[src/rtl/fq_pkg.sv]
// Shared widths and descriptor types for the fair-queue flow buffer.
package fq_pkg;

    localparam int unsigned COUNT_W         = 32;
    localparam int unsigned DEF_NUM_IN_LOG2 = 3;
    localparam int unsigned DEF_DEPTH_LOG2  = 4;
    localparam int unsigned DEF_LEN_W       = 16;

    typedef logic [DEF_NUM_IN_LOG2-1:0] flow_id_t;
    typedef logic [DEF_LEN_W-1:0]       len_t;
    typedef logic [COUNT_W-1:0]         count_t;

    typedef struct packed {
        flow_id_t flow;
        len_t     len;
    } fq_desc_t;

endpackage

[src/rtl/fq_len_fifo.sv]
// Single-flow length FIFO; also exposes the head as it will be after this edge
// so the parent can register its finish tag without an extra cycle.
module fq_len_fifo #(
    parameter int unsigned DEPTH_LOG2 = 4,
    parameter int unsigned LEN_W      = 16
) (
    input  logic                  i_clk,
    input  logic                  i_rst,
    input  logic                  i_push,
    input  logic                  i_pop,
    input  logic [LEN_W-1:0]      i_din,
    output logic [LEN_W-1:0]      o_head,
    output logic [LEN_W-1:0]      o_head_nxt,
    output logic [DEPTH_LOG2:0]   o_count,
    output logic                  o_empty,
    output logic                  o_full
);

    localparam int unsigned DEPTH = 2**DEPTH_LOG2;
    localparam int unsigned CNT_W = DEPTH_LOG2 + 1;

    logic [LEN_W-1:0]      r_mem [DEPTH];
    logic [DEPTH_LOG2-1:0] r_rd;
    logic [DEPTH_LOG2-1:0] r_wr;
    logic [CNT_W-1:0]      r_cnt;
    logic [DEPTH_LOG2-1:0] w_rd_inc;

    assign w_rd_inc = r_rd + DEPTH_LOG2'(1);
    assign o_empty  = (r_cnt == '0);
    assign o_full   = (r_cnt == CNT_W'(DEPTH));
    assign o_head   = r_mem[r_rd];
    assign o_count  = r_cnt;

    // An empty FIFO, or a sole entry being popped, hands the head to the incoming word.
    always_comb begin
        o_head_nxt = r_mem[r_rd];
        if (o_empty || (i_pop && r_cnt == CNT_W'(1))) begin
            o_head_nxt = i_din;
        end else if (i_pop) begin
            o_head_nxt = r_mem[w_rd_inc];
        end
    end

    always_ff @(posedge i_clk) begin
        if (i_push) begin
            r_mem[r_wr] <= i_din;
        end
    end

    always_ff @(posedge i_clk) begin
        if (i_rst) begin
            r_rd  <= '0;
            r_wr  <= '0;
            r_cnt <= '0;
        end else begin
            if (i_push) r_wr <= r_wr + DEPTH_LOG2'(1);
            if (i_pop)  r_rd <= w_rd_inc;
            r_cnt <= r_cnt + CNT_W'(i_push) - CNT_W'(i_pop);
        end
    end

endmodule

[src/rtl/fq_flow_buf.sv]
// Per-flow length buffers with served-byte counters and global virtual time,
// presenting registered finish tags and non-empty flags to the min picker.
module fq_flow_buf
    import fq_pkg::*;
#(
    parameter  int unsigned NUM_IN_LOG2 = DEF_NUM_IN_LOG2,
    parameter  int unsigned DEPTH_LOG2  = DEF_DEPTH_LOG2,
    parameter  int unsigned LEN_W       = DEF_LEN_W,
    localparam int unsigned NF          = 2**NUM_IN_LOG2
) (
    input  logic                        i_clk,
    input  logic                        i_rst,
    input  logic                        i_in_valid,
    input  logic [NUM_IN_LOG2-1:0]      i_in_flow,
    input  logic [LEN_W-1:0]            i_in_len,
    output logic                        o_in_ready,
    output logic [NF-1:0][COUNT_W-1:0]  o_count,
    output logic [NF-1:0]               o_valid,
    input  logic [NUM_IN_LOG2-1:0]      i_pick,
    input  logic                        i_pick_valid,
    output logic                        o_deq_valid,
    output logic [NUM_IN_LOG2-1:0]      o_deq_flow,
    output logic [LEN_W-1:0]            o_deq_len,
    output logic                        o_bad_pick
);

    localparam int unsigned OCC_W = DEPTH_LOG2 + 1;

    logic [NF-1:0]               w_push;
    logic [NF-1:0]               w_pop;
    logic [NF-1:0]               w_empty;
    logic [NF-1:0]               w_full;
    logic [NF-1:0][LEN_W-1:0]    w_head;
    logic [NF-1:0][LEN_W-1:0]    w_head_nxt;
    logic [NF-1:0][OCC_W-1:0]    w_occ;
    logic [NF-1:0][OCC_W-1:0]    w_occ_nxt;
    logic [NF-1:0]               w_valid_nxt;
    logic [NF-1:0][COUNT_W-1:0]  w_served_nxt;
    logic [NF-1:0][COUNT_W-1:0]  w_count_nxt;
    count_t                      w_vtime_nxt;
    logic                        w_deq;
    logic [LEN_W-1:0]            w_pick_len;

    logic [NF-1:0][COUNT_W-1:0]  r_served;
    logic [NF-1:0][COUNT_W-1:0]  r_count;
    logic [NF-1:0]               r_valid;
    count_t                      r_vtime;
    logic                        r_deq_valid;
    logic [NUM_IN_LOG2-1:0]      r_deq_flow;
    logic [LEN_W-1:0]            r_deq_len;
    logic                        r_bad_pick;

    for (genvar g = 0; g < NF; g++) begin : g_fifo
        fq_len_fifo #(
            .DEPTH_LOG2 (DEPTH_LOG2),
            .LEN_W      (LEN_W)
        ) u_fifo (
            .i_clk      (i_clk),
            .i_rst      (i_rst),
            .i_push     (w_push[g]),
            .i_pop      (w_pop[g]),
            .i_din      (i_in_len),
            .o_head     (w_head[g]),
            .o_head_nxt (w_head_nxt[g]),
            .o_count    (w_occ[g]),
            .o_empty    (w_empty[g]),
            .o_full     (w_full[g])
        );
    end

    assign o_in_ready = !w_full[i_in_flow];
    assign w_deq      = i_pick_valid && r_valid[i_pick];
    assign w_pick_len = w_head[i_pick];

    always_comb begin
        w_push = '0;
        w_pop  = '0;
        w_push[i_in_flow] = i_in_valid && !w_full[i_in_flow];
        w_pop[i_pick]     = w_deq;
        w_vtime_nxt = w_deq ? r_served[i_pick] + COUNT_W'(w_pick_len) : r_vtime;
        // A popped flow's new served value equals the new vtime; an idle flow
        // waking up adopts it too. Popping a flow implies it was not empty.
        for (int unsigned i = 0; i < NF; i++) begin
            w_served_nxt[i] = (w_pop[i] || (w_push[i] && w_empty[i])) ? w_vtime_nxt : r_served[i];
            w_occ_nxt[i]    = w_occ[i] + OCC_W'(w_push[i]) - OCC_W'(w_pop[i]);
            w_valid_nxt[i]  = (w_occ_nxt[i] != '0);
            w_count_nxt[i]  = w_valid_nxt[i] ? w_served_nxt[i] + COUNT_W'(w_head_nxt[i]) : '0;
        end
    end

    always_ff @(posedge i_clk) begin
        if (i_rst) begin
            r_served    <= '0;
            r_count     <= '0;
            r_valid     <= '0;
            r_vtime     <= '0;
            r_deq_valid <= 1'b0;
            r_deq_flow  <= '0;
            r_deq_len   <= '0;
            r_bad_pick  <= 1'b0;
        end else begin
            r_served    <= w_served_nxt;
            r_count     <= w_count_nxt;
            r_valid     <= w_valid_nxt;
            r_vtime     <= w_vtime_nxt;
            r_deq_valid <= w_deq;
            r_bad_pick  <= i_pick_valid && !r_valid[i_pick];
            if (w_deq) begin
                r_deq_flow <= i_pick;
                r_deq_len  <= w_pick_len;
            end
        end
    end

    assign o_count     = r_count;
    assign o_valid     = r_valid;
    assign o_deq_valid = r_deq_valid;
    assign o_deq_flow  = r_deq_flow;
    assign o_deq_len   = r_deq_len;
    assign o_bad_pick  = r_bad_pick;

endmodule

[config.mk]
export PLATFORM = sky130hd
export DESIGN_NAME = fq_flow_buf
export DESIGN_NICKNAME = d
export VERILOG_FILES = /design/src/rtl/fq_pkg.sv /design/src/rtl/fq_len_fifo.sv /design/src/rtl/fq_flow_buf.sv
export SDC_FILE = /design/constraint.sdc
export NUM_CORES = 2
export LEC_CHECK = 0
export ABC_CLOCK_PERIOD_IN_PS = 9100
export BUFFER_PORTS_ARGS = -buffer_cell sky130_fd_sc_hd__clkbuf_2
export CAP_MARGIN = 15
export CORE_MARGIN = 2
export CORE_UTILIZATION = 55
export CTS_CLUSTER_DIAMETER = 60
export CTS_CLUSTER_SIZE = 28
export DETAILED_ROUTE_END_ITERATION = 6
export PLACE_DENSITY = 0.76
export SYNTH_ARGS = -nofsm -noshare
export SYNTH_HDL_FRONTEND = slang
export SYNTH_HIERARCHICAL = 1
export SYNTH_SLANG_ARGS = --single-unit
[constraint.sdc]
create_clock -name i_clk -period 9.1 [get_ports i_clk]
set_input_delay 0 -clock i_clk [delete_from_list [all_inputs] [get_ports i_clk]]
set_output_delay 0 -clock i_clk [all_outputs]
set_load 0.01 [all_outputs]
# == Word-level counts from Yosys, hierarchy flattened ==
# Memory sizes are Yosys's and may differ from the RTL's. A register that Yosys moved wholly into a read port is not among the register bits.
# Cells that the tools add are included.
# word_totals
register_bits,677
ramBits,2048
input_bits,26
out_inout_bits,286
memories,8
# mem_list
memory,depth,width,rd,rd_ports_with_merged_regs,write_ports,line_no,text
g_fifo[0].u_fifo.r_mem,16,16,2,1,1,fq_len_fifo.sv:22,logic [LEN_W-1:0] r_mem [DEPTH];
g_fifo[1].u_fifo.r_mem,16,16,2,1,1,fq_len_fifo.sv:22,
g_fifo[2].u_fifo.r_mem,16,16,2,1,1,fq_len_fifo.sv:22,
g_fifo[3].u_fifo.r_mem,16,16,2,1,1,fq_len_fifo.sv:22,
g_fifo[4].u_fifo.r_mem,16,16,2,1,1,fq_len_fifo.sv:22,
g_fifo[5].u_fifo.r_mem,16,16,2,1,1,fq_len_fifo.sv:22,
+2 memories,n/a,n/a,n/a,n/a,n/a,n/a,
# op_classes
addsub,41
order_cmp,4
eq_ne,16
muxes,69
n_bitwise,10
n_reduce_logical,63
# ops
operator,count
2-to-1 mux 32 bit,10
adder 32 x 16 -> 32 bit,9
2-to-1 mux 16 bit,17
binary-select mux 32 bit (select 3 bit),1
adder 4 x 1 -> 4 bit (second input constant),16
2-to-1 mux 4 bit,16
binary-select mux 16 bit (select 3 bit),1
adder 5 x 1 -> 5 bit,8
== test 5 x 1 -> 1 bit (second input constant),8
== test 5 bit (second input constant),8
zero test 5 bit,8
nonzero test 5 bit,8
subtractor 5 x 1 -> 5 bit,8
logical AND 1 bit,21
2-to-1 mux 1 bit,20
AND 8 bit,2
logical OR 1 bit,16
OR reduction 2 bit,8
less-than comparator 3 x 4 -> 1 bit (second input constant),2
NOT 1 bit,8
binary-select mux 1 bit (select 3 bit),2
demux 1 bit (select 3 bit),2
greater-or-equal comparator 3 x 1 -> 1 bit (second input constant),2
zero test 1 bit,2

# == Logic depth before layout (Yosys ltp) ==
# depth
ltp_word,11
mapped_depth,37
depth_no_buf,29

# == Modules after synthesis ==
# Netlist, hierarchy kept.
# modules_own_cells
module,instances,cells_each,area_per_inst_um2,seq_area_each_um2
fq_len_fifo at g_fifo[1].u_fifo ...,5,894,13614.3,8027.7
fq_flow_buf,1,3935,33278.2,11471.0
fq_len_fifo at g_fifo[0].u_fifo,1,871,13899.6,8027.7
fq_len_fifo at g_fifo[7].u_fifo,1,871,13890.8,8027.7
fq_len_fifo at g_fifo[6].u_fifo,1,871,13809.5,8027.7

# == Worst setup path after synthesis ==
# Ideal clock, no wire load.
# synth_timing
path_type,input to register
startpoint,input i_pick[0]
endpoint,"register, netlist name o_count[159]"
arrival_time_ps,8241
setup_slack_ps,787
path_stages,36
path_buffers,10
cell_sequence,buf_6 -> buf_6 -> buf_2 -> buf_1 -> clkbuf_1 -> buf_1 -> mux4_2 -> nand2_1 -> nand2_1 -> ha_1 -> fa_1 -> a211oi_1 -> o21bai_1 -> a21oi_1 -> o21bai_1 -> a21oi_1 -> o21bai_1 -> a2111o_1 -> a21oi_1 -> o31a_1 -> clkbuf_1 -> clkbuf_1 -> a21oi_1 -> ha_1 -> a21oi_1 -> o21ai_0 -> a21oi_1 -> o21a_1 -> a31o_2 -> a21oi_1 -> or3b_2 -> clkbuf_1 -> or3_1 -> clkbuf_1 -> nor4_1 -> mux2i_1
# synth_lines
element,line_no,text
from (decl),fq_flow_buf.sv:19,"input logic [NUM_IN_LOG2-1:0] i_pick,"

==> flow_summary.toml <==
[synth]
synth-main-ff-cell = "edfxtp_1"
synth_edf_count = 2048
postSynthCellCount = 11018
syn_nets = 11341
synth_area_per_cell_um2 = 12.97
syn_area_um2 = 142900
ys_warn_count = 6
yosys.cell_types.count = 107
ys_ff_latch = 2757
ys_async_sr_fraction_pct = 0
yosysSeqAreaShare_pct = 52.95

[setup_path]
path_max_fanout = 14
slowest_delay_ns = 0.62
slowest_stage = "or3b_2"
critPathLaunchType = "flop"
r2r-end = "o_count[159]"
crit_required_ns = 9.90
crit_arrival_ns = 9.45
worstSetupPathType = "flop to flop"
r2r.worst_path.cells = 29
cp-end-kind = "flop"
path_common_cell = "a21oi_1"
r2r_slack_ns = 0.45

[job]
cap_viol_max_count = 0

[final_layout]
fin_cells = 14661
final_nets = 11377
areaGrowthSynthToFinish_pct = 9.047
drive_gt1_share_pct = 19.34

[timing]
hold_viol_final = 0
skew_ns = 0.09169
clock.fmax_mhz = 115.6
post-route-min-period_ns = 8.652
drv_slew = 0
worstMarginPinSlew_ns = 1.310
fin_ws_ns = 0.4482
max-slew-margin-rel_pct = 12.66
holdWs_ns = 0.03599
setup_viol = 0
tns_ns = 0
rsz0062_at_grt = "no"
period_share_pct = 95.07

[floorplan]
coreArea_um2 = 259000
placementRows = 187
chipWidth_um = 513.8
die_y_um = 513.8
ios = 312
die_area_um2 = 264000
initial_core_util_pct = 55.19

[routing]
viasPerCell = 6.952
vias = 101927
wl_per_cell_um = 32.78
drt_iter0_markers = 15318
dr.pass1.iters = 7
ant_nets = 0
drt_wl_total_mm = 480.5
drc = 1

[status]
status = "finished with violations"
violations = "design-rule violations"

[clocking]
cts_tree = "yes"
path_clk_slew_ns = 0.09
numCtsBuffers = 194
cts_num_sinks = 2757
cts_root_buf = "clkbuf_16"
htreeDepth = 4
clk_path_buf_depth = 3
clock_latency_ns = 0.94

[place]
numPortBuffers = 311
dp.cells = 14218
place_hpwl_mm = 331.8
gp_congestion = 1.025
dp_slack_ns = 0.3168

[grt]
antenna_found_initial = 33
grt_pass1_wl_mm = 680.6
grt_overflow = 0
grt_pass1_vias = 96892
grt_usage_pct = 35.59
grt_max_degree = 147

[worst_hold_path]
whs_endpoint = "g_fifo[3].u_fifo/r_mem[0][2]"
holdPathStages = 2
min_from = "i_in_len[2]"
hold_path_class = "primary input to flop"

[pwr]
p_leak_nw = 54.56
power_density_nw_per_um2 = 204.2
vdd_drop_max_mv = 0.2432
[sequential cells by signal, summed over array words and instances (netlist names), named ones only]
signal / count
r_vtime: 32
g_fifo.u_fifo/o_count: 40
g_fifo.u_fifo/r_wr: 32
o_deq_valid: 1
g_fifo.u_fifo/r_rd: 32
o_count: 256
o_valid: 8
r_served: 256
o_deq_len: 16
o_bad_pick: 1
g_fifo.u_fifo/r_mem: 2048
o_deq_flow: 3
[cell families (layout without fill, tap and decap cells)]
logic type	count (synthesis)	in the layout	share of synthesized area [%]
buffers and inverters	1030	1240	3.260
XOR/XNOR	265	265	1.716
AND/OR/NAND/NOR	3708	3708	13.92
adder cells (fa/ha/maj)	297	297	2.731
flip-flops	2757	2757	52.95
other	0	31	0
AO/OA/AOI/OAI	1438	1438	7.005
multiplexers	1523	1523	18.42
[timing repair]
action | CTS | global route
hold endpoints to repair | 1440 | 0
endpoints found under the setup margin | 0 | 25
setup buffers | 0 | 3
hold buffers | 25 | 0
gates resized for setup | 0 | 7
[layout by cell type, fill, tap and decap left out, drive strengths merged, types with 107 or more instances in the layout]
| cell type | n |
|---|---|
| a22oi | 267 |
| nand3 | 133 |
| mux4 | 865 |
| o31ai | 107 |
| edfxtp | 2048 |
| nor3b | 535 |
| clkbuf | 496 |
| inv | 318 |
| dfxtp | 709 |
| and2 | 174 |
| nand3b | 250 |
| ha | 272 |
| nor3 | 407 |
| nor2b | 160 |
| nor2 | 839 |
| xor2 | 136 |
| xnor2 | 129 |
| a21oi | 302 |
| o21ai | 212 |
| nand2 | 809 |
| mux2 | 122 |
| mux2i | 536 |
| buf | 322 |
[synthesized netlist by cell type (15+ instances only)]
master	instances	area [um2]
edfxtp_1	2048	61500
mux4_2	857	19300
nor2_1	839	3149
nand2_1	807	3029
dfxtp_1	709	14190
nor3b_1	534	4009
mux2i_1	530	5305
clkbuf_1	472	1772
nor3_1	405	2027
a21oi_1	301	1506
ha_1	272	3403
a22oi_1	267	2004
nand3b_1	250	1877
inv_1	228	855.8
o21ai_0	185	925.9
and2_1	172	1076
buf_2	164	820.8
nor2b_1	160	1001
nand3_1	133	665.6
xor2_1	131	1147
xnor2_1	121	1060
mux2_2	104	1171
and4b_1	97	970.9
a21o_1	93	698.2
nand4_1	84	525.5
buf_1	67	251.5
a211oi_1	66	495.5
o31ai_1	61	457.9
o22ai_1	60	375.4
nand2b_1	50	312.8
and3_1	46	287.8
buf_6	45	506.7
o31ai_2	45	563.0
o221ai_1	44	385.4
buf_4	40	300.3
a31o_2	36	315.3
o2bb2ai_1	36	315.3
o21a_1	34	255.2
a31oi_1	32	200.2
nor4_1	32	200.2
or3_1	32	200.2
o21ai_1	27	135.1
fa_1	25	500.5
a211o_1	16	140.1
and4_1	15	131.4
[worst max-delay path: cells and delay by family, from the launching register on]
family          cells  cell delay (ns)
simple gates        7             2.05
flops               1             0.53
fa+ha+maj           2             0.75
buf+inv             1             0.28
compound gates     16             3.57
mux                 3             1.33
[area by class of cell]
| cell class | instances | area, um2 |
|---|---|---|
| multi-input combinational | 7231 | 62960 |
| antenna | 31 | 77.57 |
| fill | 19408 | 103100 |
| clock buffer | 202 | 4967 |
| timing repair buffer | 641 | 4523 |
| clock inverter | 168 | 2474 |
| sequential | 2757 | 75760 |
| inverter | 229 | 859.6 |
| tap | 3402 | 4257 |
[power by group]
group	switching, W	internal [W]	total, W
Sequential	0.000398	0.0139	0.0143
Clock	0.00537	0.00464	0.0100
Combinational	0.00512	0.00241	0.00753
[worst max-delay path by stage]
stage                         start            to  cells past startpoint
after global routing           flop  o_count[189]                     28
after floorplan           i_pick[0]  o_count[159]                     36
after CTS                      flop   o_count[55]                     30
after detailed placement       flop   o_count[55]                     30
final                          flop  o_count[159]                     29
after global placement         flop  o_count[159]                     29
[layer usage]
| layer | wire length, um | vias to the layer above | track usage, % | share of wire [%] |
|---|---|---|---|---|
| met5 | 212 | - | 0 | 0.044 |
| met2 | 208900 | 7210 | 52.51 | 43 |
| met3 | 63570 | 1302 | 10.20 | 13 |
| li1 | - | 42490 | - | - |
| met4 | 39890 | 14 | 24.06 | 8.3 |
| met1 | 168000 | 50911 | 45.72 | 35 |
[metrics by stage]
stage / power [W] / util (%) / instance area [um2]
after detailed placement: 0.02174 / 57.06 / 147800
after global placement: 0.02161 / 57.04 / 147700
final: 0.03183 / 60.18 / 155900
after floorplan: 0.01878 / - / 143000
after CTS: 0.03159 / 60.02 / 155500
after global routing: 0.03278 / 60.16 / 155800
No activity file was read; power rests on OpenSTA's default activity.
